===== src/rtl/regfile_writeback_if.sv =====
// Handshake bundle between execute/memory result producers, the writeback queue and the register file write port.
interface regfile_writeback_if #(
  parameter int unsigned XLEN = 64
);
  logic            alu_valid;
  logic            alu_ready;
  logic [4:0]      alu_rd;
  logic [XLEN-1:0] alu_value;

  logic            mem_valid;
  logic            mem_ready;
  logic [4:0]      mem_rd;
  logic [XLEN-1:0] mem_value;

  logic            write_enable;
  logic [4:0]      write_register;
  logic [XLEN-1:0] write_value;
  logic            write_ready;

  // The writeback queue is the master: it accepts results and drives the write port.
  modport master (
    input  alu_valid, alu_rd, alu_value,
    output alu_ready,
    input  mem_valid, mem_rd, mem_value,
    output mem_ready,
    output write_enable, write_register, write_value,
    input  write_ready
  );

  modport slave (
    output alu_valid, alu_rd, alu_value,
    input  alu_ready,
    output mem_valid, mem_rd, mem_value,
    input  mem_ready,
    input  write_enable, write_register, write_value,
    output write_ready
  );
endinterface


===== src/rtl/regfile_writeback.sv =====
// In-order writeback queue feeding the register file write port from ALU and load results.
// Optional macro BYPASS_EN adds youngest-pending-value lookup ports (hit1/hit2, hit_val1/hit_val2).
module regfile_writeback #(
  parameter int unsigned DEPTH = 4,
  parameter int unsigned XLEN  = 64
) (
  input  logic                clk,
  input  logic                reset,
  regfile_writeback_if.master bus,
  input  logic [4:0]          lookup_reg1,
  input  logic [4:0]          lookup_reg2,
  output logic                hit1,
  output logic                hit2,
  output logic [XLEN-1:0]     hit_val1,
  output logic [XLEN-1:0]     hit_val2,
  output logic                empty
);

  localparam int unsigned PTR_W = $clog2(DEPTH);
  localparam int unsigned CNT_W = $clog2(DEPTH + 1);
  localparam logic [CNT_W-1:0] CNT_FULL   = CNT_W'(DEPTH);
  localparam logic [CNT_W-1:0] CNT_ONE_FREE = CNT_W'(DEPTH - 1);

  logic [4:0]      rd_mem  [DEPTH];
  logic [XLEN-1:0] val_mem [DEPTH];
  logic [PTR_W-1:0] rd_ptr;
  logic [PTR_W-1:0] wr_ptr;
  logic [PTR_W-1:0] alu_slot;
  logic [CNT_W-1:0] count;

  logic mem_push;
  logic alu_push;
  logic pop;

  // Readiness ignores this cycle's pop so acceptance never depends on write_ready.
  always_comb begin
    empty         = (count == '0);
    bus.mem_ready = (count != CNT_FULL);
    bus.alu_ready = (count < CNT_ONE_FREE) | ((count == CNT_ONE_FREE) & ~bus.mem_valid);

    mem_push = bus.mem_valid & bus.mem_ready & (bus.mem_rd != '0);
    alu_push = bus.alu_valid & bus.alu_ready & (bus.alu_rd != '0);
    alu_slot = wr_ptr + PTR_W'(mem_push);

    pop                = ~empty & bus.write_ready;
    bus.write_enable   = pop;
    bus.write_register = empty ? '0 : rd_mem[rd_ptr];
    bus.write_value    = empty ? '0 : val_mem[rd_ptr];
  end

  always_ff @(posedge clk or negedge reset) begin
    if (!reset) begin
      count  <= '0;
      rd_ptr <= '0;
      wr_ptr <= '0;
    end else begin
      wr_ptr <= wr_ptr + PTR_W'(mem_push) + PTR_W'(alu_push);
      rd_ptr <= rd_ptr + PTR_W'(pop);
      count  <= count + CNT_W'(mem_push) + CNT_W'(alu_push) - CNT_W'(pop);
    end
  end

  // Load lands first so it is older than a same-cycle ALU result.
  always_ff @(posedge clk) begin
    if (mem_push) begin
      rd_mem[wr_ptr]  <= bus.mem_rd;
      val_mem[wr_ptr] <= bus.mem_value;
    end
    if (alu_push) begin
      rd_mem[alu_slot]  <= bus.alu_rd;
      val_mem[alu_slot] <= bus.alu_value;
    end
  end

`ifdef BYPASS_EN
  // Scan oldest to youngest so the last match is the youngest pending value.
  always_comb begin
    logic [PTR_W-1:0] idx;
    idx      = '0;
    hit1     = 1'b0;
    hit2     = 1'b0;
    hit_val1 = '0;
    hit_val2 = '0;
    for (int unsigned i = 0; i < DEPTH; i++) begin
      idx = rd_ptr + PTR_W'(i);
      if (CNT_W'(i) < count) begin
        if ((lookup_reg1 != '0) && (rd_mem[idx] == lookup_reg1)) begin
          hit1     = 1'b1;
          hit_val1 = val_mem[idx];
        end
        if ((lookup_reg2 != '0) && (rd_mem[idx] == lookup_reg2)) begin
          hit2     = 1'b1;
          hit_val2 = val_mem[idx];
        end
      end
    end
  end
`else
  logic unused_lookup;
  assign unused_lookup = ^{lookup_reg1, lookup_reg2};
  assign hit1     = 1'b0;
  assign hit2     = 1'b0;
  assign hit_val1 = '0;
  assign hit_val2 = '0;
`endif

endmodule


===== src/flat_wrapper.sv =====
// flat-port wrapper written by rule: the top's interface ports become plain ports
module regfile_writeback_flat 
#(
  parameter int unsigned DEPTH = 4,
  parameter int unsigned XLEN  = 64
)
  (clk, reset, lookup_reg1, lookup_reg2, hit1, hit2, hit_val1, hit_val2, empty, bus_alu_valid, bus_alu_rd, bus_alu_value, bus_alu_ready, bus_mem_valid, bus_mem_rd, bus_mem_value, bus_mem_ready, bus_write_enable, bus_write_register, bus_write_value, bus_write_ready);
  regfile_writeback_if #(.XLEN(XLEN)) bus_i ();
  input  logic clk;
  input  logic reset;
  input  logic [4:0] lookup_reg1;
  input  logic [4:0] lookup_reg2;
  output logic hit1;
  output logic hit2;
  output logic [XLEN-1:0] hit_val1;
  output logic [XLEN-1:0] hit_val2;
  output logic empty;
  input wire logic [$bits(bus_i.alu_valid)-1:0] bus_alu_valid;
  input wire logic [$bits(bus_i.alu_rd)-1:0] bus_alu_rd;
  input wire logic [$bits(bus_i.alu_value)-1:0] bus_alu_value;
  output wire logic [$bits(bus_i.alu_ready)-1:0] bus_alu_ready;
  input wire logic [$bits(bus_i.mem_valid)-1:0] bus_mem_valid;
  input wire logic [$bits(bus_i.mem_rd)-1:0] bus_mem_rd;
  input wire logic [$bits(bus_i.mem_value)-1:0] bus_mem_value;
  output wire logic [$bits(bus_i.mem_ready)-1:0] bus_mem_ready;
  output wire logic [$bits(bus_i.write_enable)-1:0] bus_write_enable;
  output wire logic [$bits(bus_i.write_register)-1:0] bus_write_register;
  output wire logic [$bits(bus_i.write_value)-1:0] bus_write_value;
  input wire logic [$bits(bus_i.write_ready)-1:0] bus_write_ready;
  assign bus_i.alu_valid = bus_alu_valid;
  assign bus_i.alu_rd = bus_alu_rd;
  assign bus_i.alu_value = bus_alu_value;
  assign bus_alu_ready = bus_i.alu_ready;
  assign bus_i.mem_valid = bus_mem_valid;
  assign bus_i.mem_rd = bus_mem_rd;
  assign bus_i.mem_value = bus_mem_value;
  assign bus_mem_ready = bus_i.mem_ready;
  assign bus_write_enable = bus_i.write_enable;
  assign bus_write_register = bus_i.write_register;
  assign bus_write_value = bus_i.write_value;
  assign bus_i.write_ready = bus_write_ready;
  regfile_writeback #(.DEPTH(DEPTH), .XLEN(XLEN)) u_core (.clk(clk), .reset(reset), .bus(bus_i), .lookup_reg1(lookup_reg1), .lookup_reg2(lookup_reg2), .hit1(hit1), .hit2(hit2), .hit_val1(hit_val1), .hit_val2(hit_val2), .empty(empty));
endmodule

===== config.mk =====
export PLATFORM = sky130hd
export DESIGN_NAME = regfile_writeback_flat
export DESIGN_NICKNAME = d
export VERILOG_FILES = /design/src/rtl/regfile_writeback_if.sv /design/src/rtl/regfile_writeback.sv /design/src/flat_wrapper.sv
export SDC_FILE = /design/constraint.sdc
export NUM_CORES = 1
export LEC_CHECK = 0
export BUFFER_PORTS_ARGS = -buffer_cell sky130_fd_sc_hd__buf_4
export CORE_ASPECT_RATIO = 1.1
export CORE_MARGIN = 1.5
export CORE_UTILIZATION = 37
export CTS_CLUSTER_SIZE = 10
export DETAILED_ROUTE_END_ITERATION = 6
export PLACE_DENSITY = 0.68
export SYNTH_ARGS = -nofsm -noshare
export SYNTH_HDL_FRONTEND = slang
export SYNTH_SLANG_ARGS = --single-unit

===== constraint.sdc =====
create_clock -name clk -period 9.22 [get_ports clk]
set_input_delay 0.461 -clock clk [delete_from_list [all_inputs] [get_ports clk]]
set_output_delay 0.461 -clock clk [all_outputs]
set_load 0.01 [all_outputs]

==> metrics.yaml <==
num_antenna_cells: 0
cp_common_cell: "buf_4"
whs_ns: 0.254
setup_violations: 0
syn_area_sq_um: 15500
grt-ovfl-total: 0
ys_types: 34
detailroute.via_count: 8282
drive_above_1_share_pct: 53.9
grt_max_degree: 71
grt_usage_pct: 16.5
switchingPower_mw: 1.93
instances_no_fill: 1716
std_cell_rows: 78
top_usage_layer: "met2"
drt_iter0_markers: 341
pwr-share-comb_pct: 41.8
status: "finished, final reports clean"
cts_tree: "yes"
synthFlopType: "edfxtp_1"
floorplan.initialDensity_pct: 37.6
die-area_sq_um: 43200
gp_congestion: 0.718
die_w_microns: 198
pwr-share-seq_pct: 36.4
die_h_microns: 218
cts_resized: 0
grt_pass1_vias: 8724
cts_hold_repair.buffers: 1
wl_per_cell_microns: 20.8
cts_max_path_buffers: 3
critical_path_arrival_ns: 4.54
worstPathCellList: "or3b_2 -> o211ai_1 -> inv_1 -> ha_1 -> xnor2_2 -> nand2_1 -> nor3_4 -> buf_4 -> a21o_4 -> buf_4"
cts_setup_buffers: 0
use_met1_pct: 18.6
fin_crit_sh_pct: 47.7
fin_nets: 1301
final_cell_mix: "edfxtp_1, buf_4, mux2_2, conb_1, mux2_4"
cts-root-buf: "clkbuf_16"
drv_cap: 0
routed_wirelength_mm: 35.8
numCtsBuffers: 35
final_common_cell: "edfxtp_1"
power_leakage_nw: 6.74
drt_pre_antenna_iters: 4
finalClockSkew_ns: 0.0157
critPathSlowestCell: "buf_4"
tns_ns: 0
ys_ff_latch: 283
vdd_drop_max_mv: 0.217
place_hpwl_mm: 21.1
setup.worst_path.class: "register to register"
relSlewSlack_pct: 32.3
clock_latency_ns: 0.52
crit_required_ns: 9.36
rrSetupSlack_ns: 4.82
hp-class: "input pin to register"
met3_usage_pct: 4.02
syn_area_per_cell_sq_um: 16.8
drtAntennaViolNets: 0
maxSlewViolCount: 0
cp-end-kind: "register"
cellPowerDensity_nw_per_um2: 324
area_growth_pct: 17.6
syn_inst: 924
worst-path-buf-inv: 3
cts_num_sinks: 283
grt_pass1_wl_mm: 52.7
hold_viol_final: 0
clkTransAtPathRegs_ns: 0.05
coreArea_sq_um: 41400
dp.cells: 1663
max_freq_mhz: 227
rsz0062_at_grt: "no"
cp_max_fo: 43
netSwitchingFraction_pct: 32.5
startpoint_type: "register"
layout_min_cycle_time_ns: 4.40
post-route-drc-count: 0
grtUsageMet2_pct: 30.4
antenna_found_initial: 0
portBuffers: 215
vias_per_cell: 4.83
p_int_mw: 4.00
tightestPinTransition_ns: 1.02
yosys_warnings: 0
cts_max_level: 2
io_pins: 356
utilization_pct: 44.2
p_clk_share_pct: 21.7
synth_edf_count: 276
path_delay_family: "buffers and inverters"
async_reset_ff_share_pct: 2.47
synth-seq-area-share_pct: 54.5
cp_slowest_stage_delay_ns: 0.66
## layer usage
metal | up-vias | routed length (microns)
met3 | 40 | 2330
met2 | 321 | 19100
met4 | 0 | 663
met5 | - | 0
li1 | 3712 | -
met1 | 4209 | 13700
## power by group through the flow
stage	combinational, mW	clock [mW]	sequential (mW)
after floorplan	1.67	0	2.11
after global placement	2.53	0	2.17
after detailed placement	2.55	0	2.20
after CTS	2.56	1.33	2.17
after global routing	2.67	1.37	2.20
final	2.48	1.29	2.16
## path summary, 6_finish.rpt
kind	start	to	cells after the start
setup reg to reg	u_core.count[0]$_DFF_PN0_	u_core.val_mem[1][1]$_DFFE_PP_	10
hold reg to reg	u_core.count[1]$_DFF_PN0_	u_core.count[2]$_DFF_PN0_	2
setup / recovery	u_core.count[0]$_DFF_PN0_	u_core.val_mem[1][1]$_DFFE_PP_	10
max in group asynchronous	reset	u_core.rd_ptr[0]$_DFF_PN0_	2
hold / removal	bus_mem_value[61]	u_core.val_mem[1][61]$_DFFE_PP_	2
min in group asynchronous	reset	u_core.count[1]$_DFF_PN0_	2
## cell type report
type                    count  area, sq um
flip-flops and latches    283         8470
fillers                  3691        23100
multi-input cells         578         6270
clock inverters             4         68.8
inverters                  10         37.5
well taps                 560          701
clock buffers              48          977
repair buffers            233         1750
## through the flow
stage                     power, mW  worst slack [ns]  area [sq um]
after floorplan                3.78              2.63         16000
after global placement         4.71              4.37         17200
after detailed placement       4.74              4.34         17200
after CTS                      6.06              4.72         18300
after global routing           6.24              4.55         18300
final                          5.93              4.82         18300
## cell usage after synthesis, drive strengths merged, types with 3 or more instances
cell type / number / area (sq um)
inv: 10 / 37.5
nand2: 3 / 11.3
nor3: 3 / 25.0
nor2b: 70 / 438
clkbuf: 16 / 60.1
buf: 166 / 1260
mux2: 276 / 3400
ha: 5 / 62.6
edfxtp: 276 / 8290
nor2: 3 / 18.8
dfrtp: 7 / 175
mux4: 69 / 1550
## worst register-to-register path, cell delays in order (launching register included)
cell and delay [ns]:
dfrtp_1 0.43, or3b_2 0.51, o211ai_1 0.29, inv_1 0.19, ha_1 0.26, xnor2_2 0.40
nand2_1 0.16, nor3_4 0.12, buf_4 0.50, a21o_4 0.46, buf_4 0.67
## flip-flops by register name (all words and copies together) (netlist names)
signal          flops
u_core.count        3
u_core.rd_mem      20
u_core.rd_ptr       2
u_core.val_mem    256
u_core.wr_ptr       2
## logic make-up after synthesis
group / after synthesis / share of synthesized area [%]
xor+xnor: 4 / 0.274
other cells: 1 / 0.0241
fa+ha+maj: 7 / 0.660
compound gates: 7 / 0.362
buf+inv: 192 / 8.71
simple gates: 85 / 3.64
flops: 283 / 54.5
mux: 345 / 31.9
No activity file was read; power rests on OpenSTA's default activity.
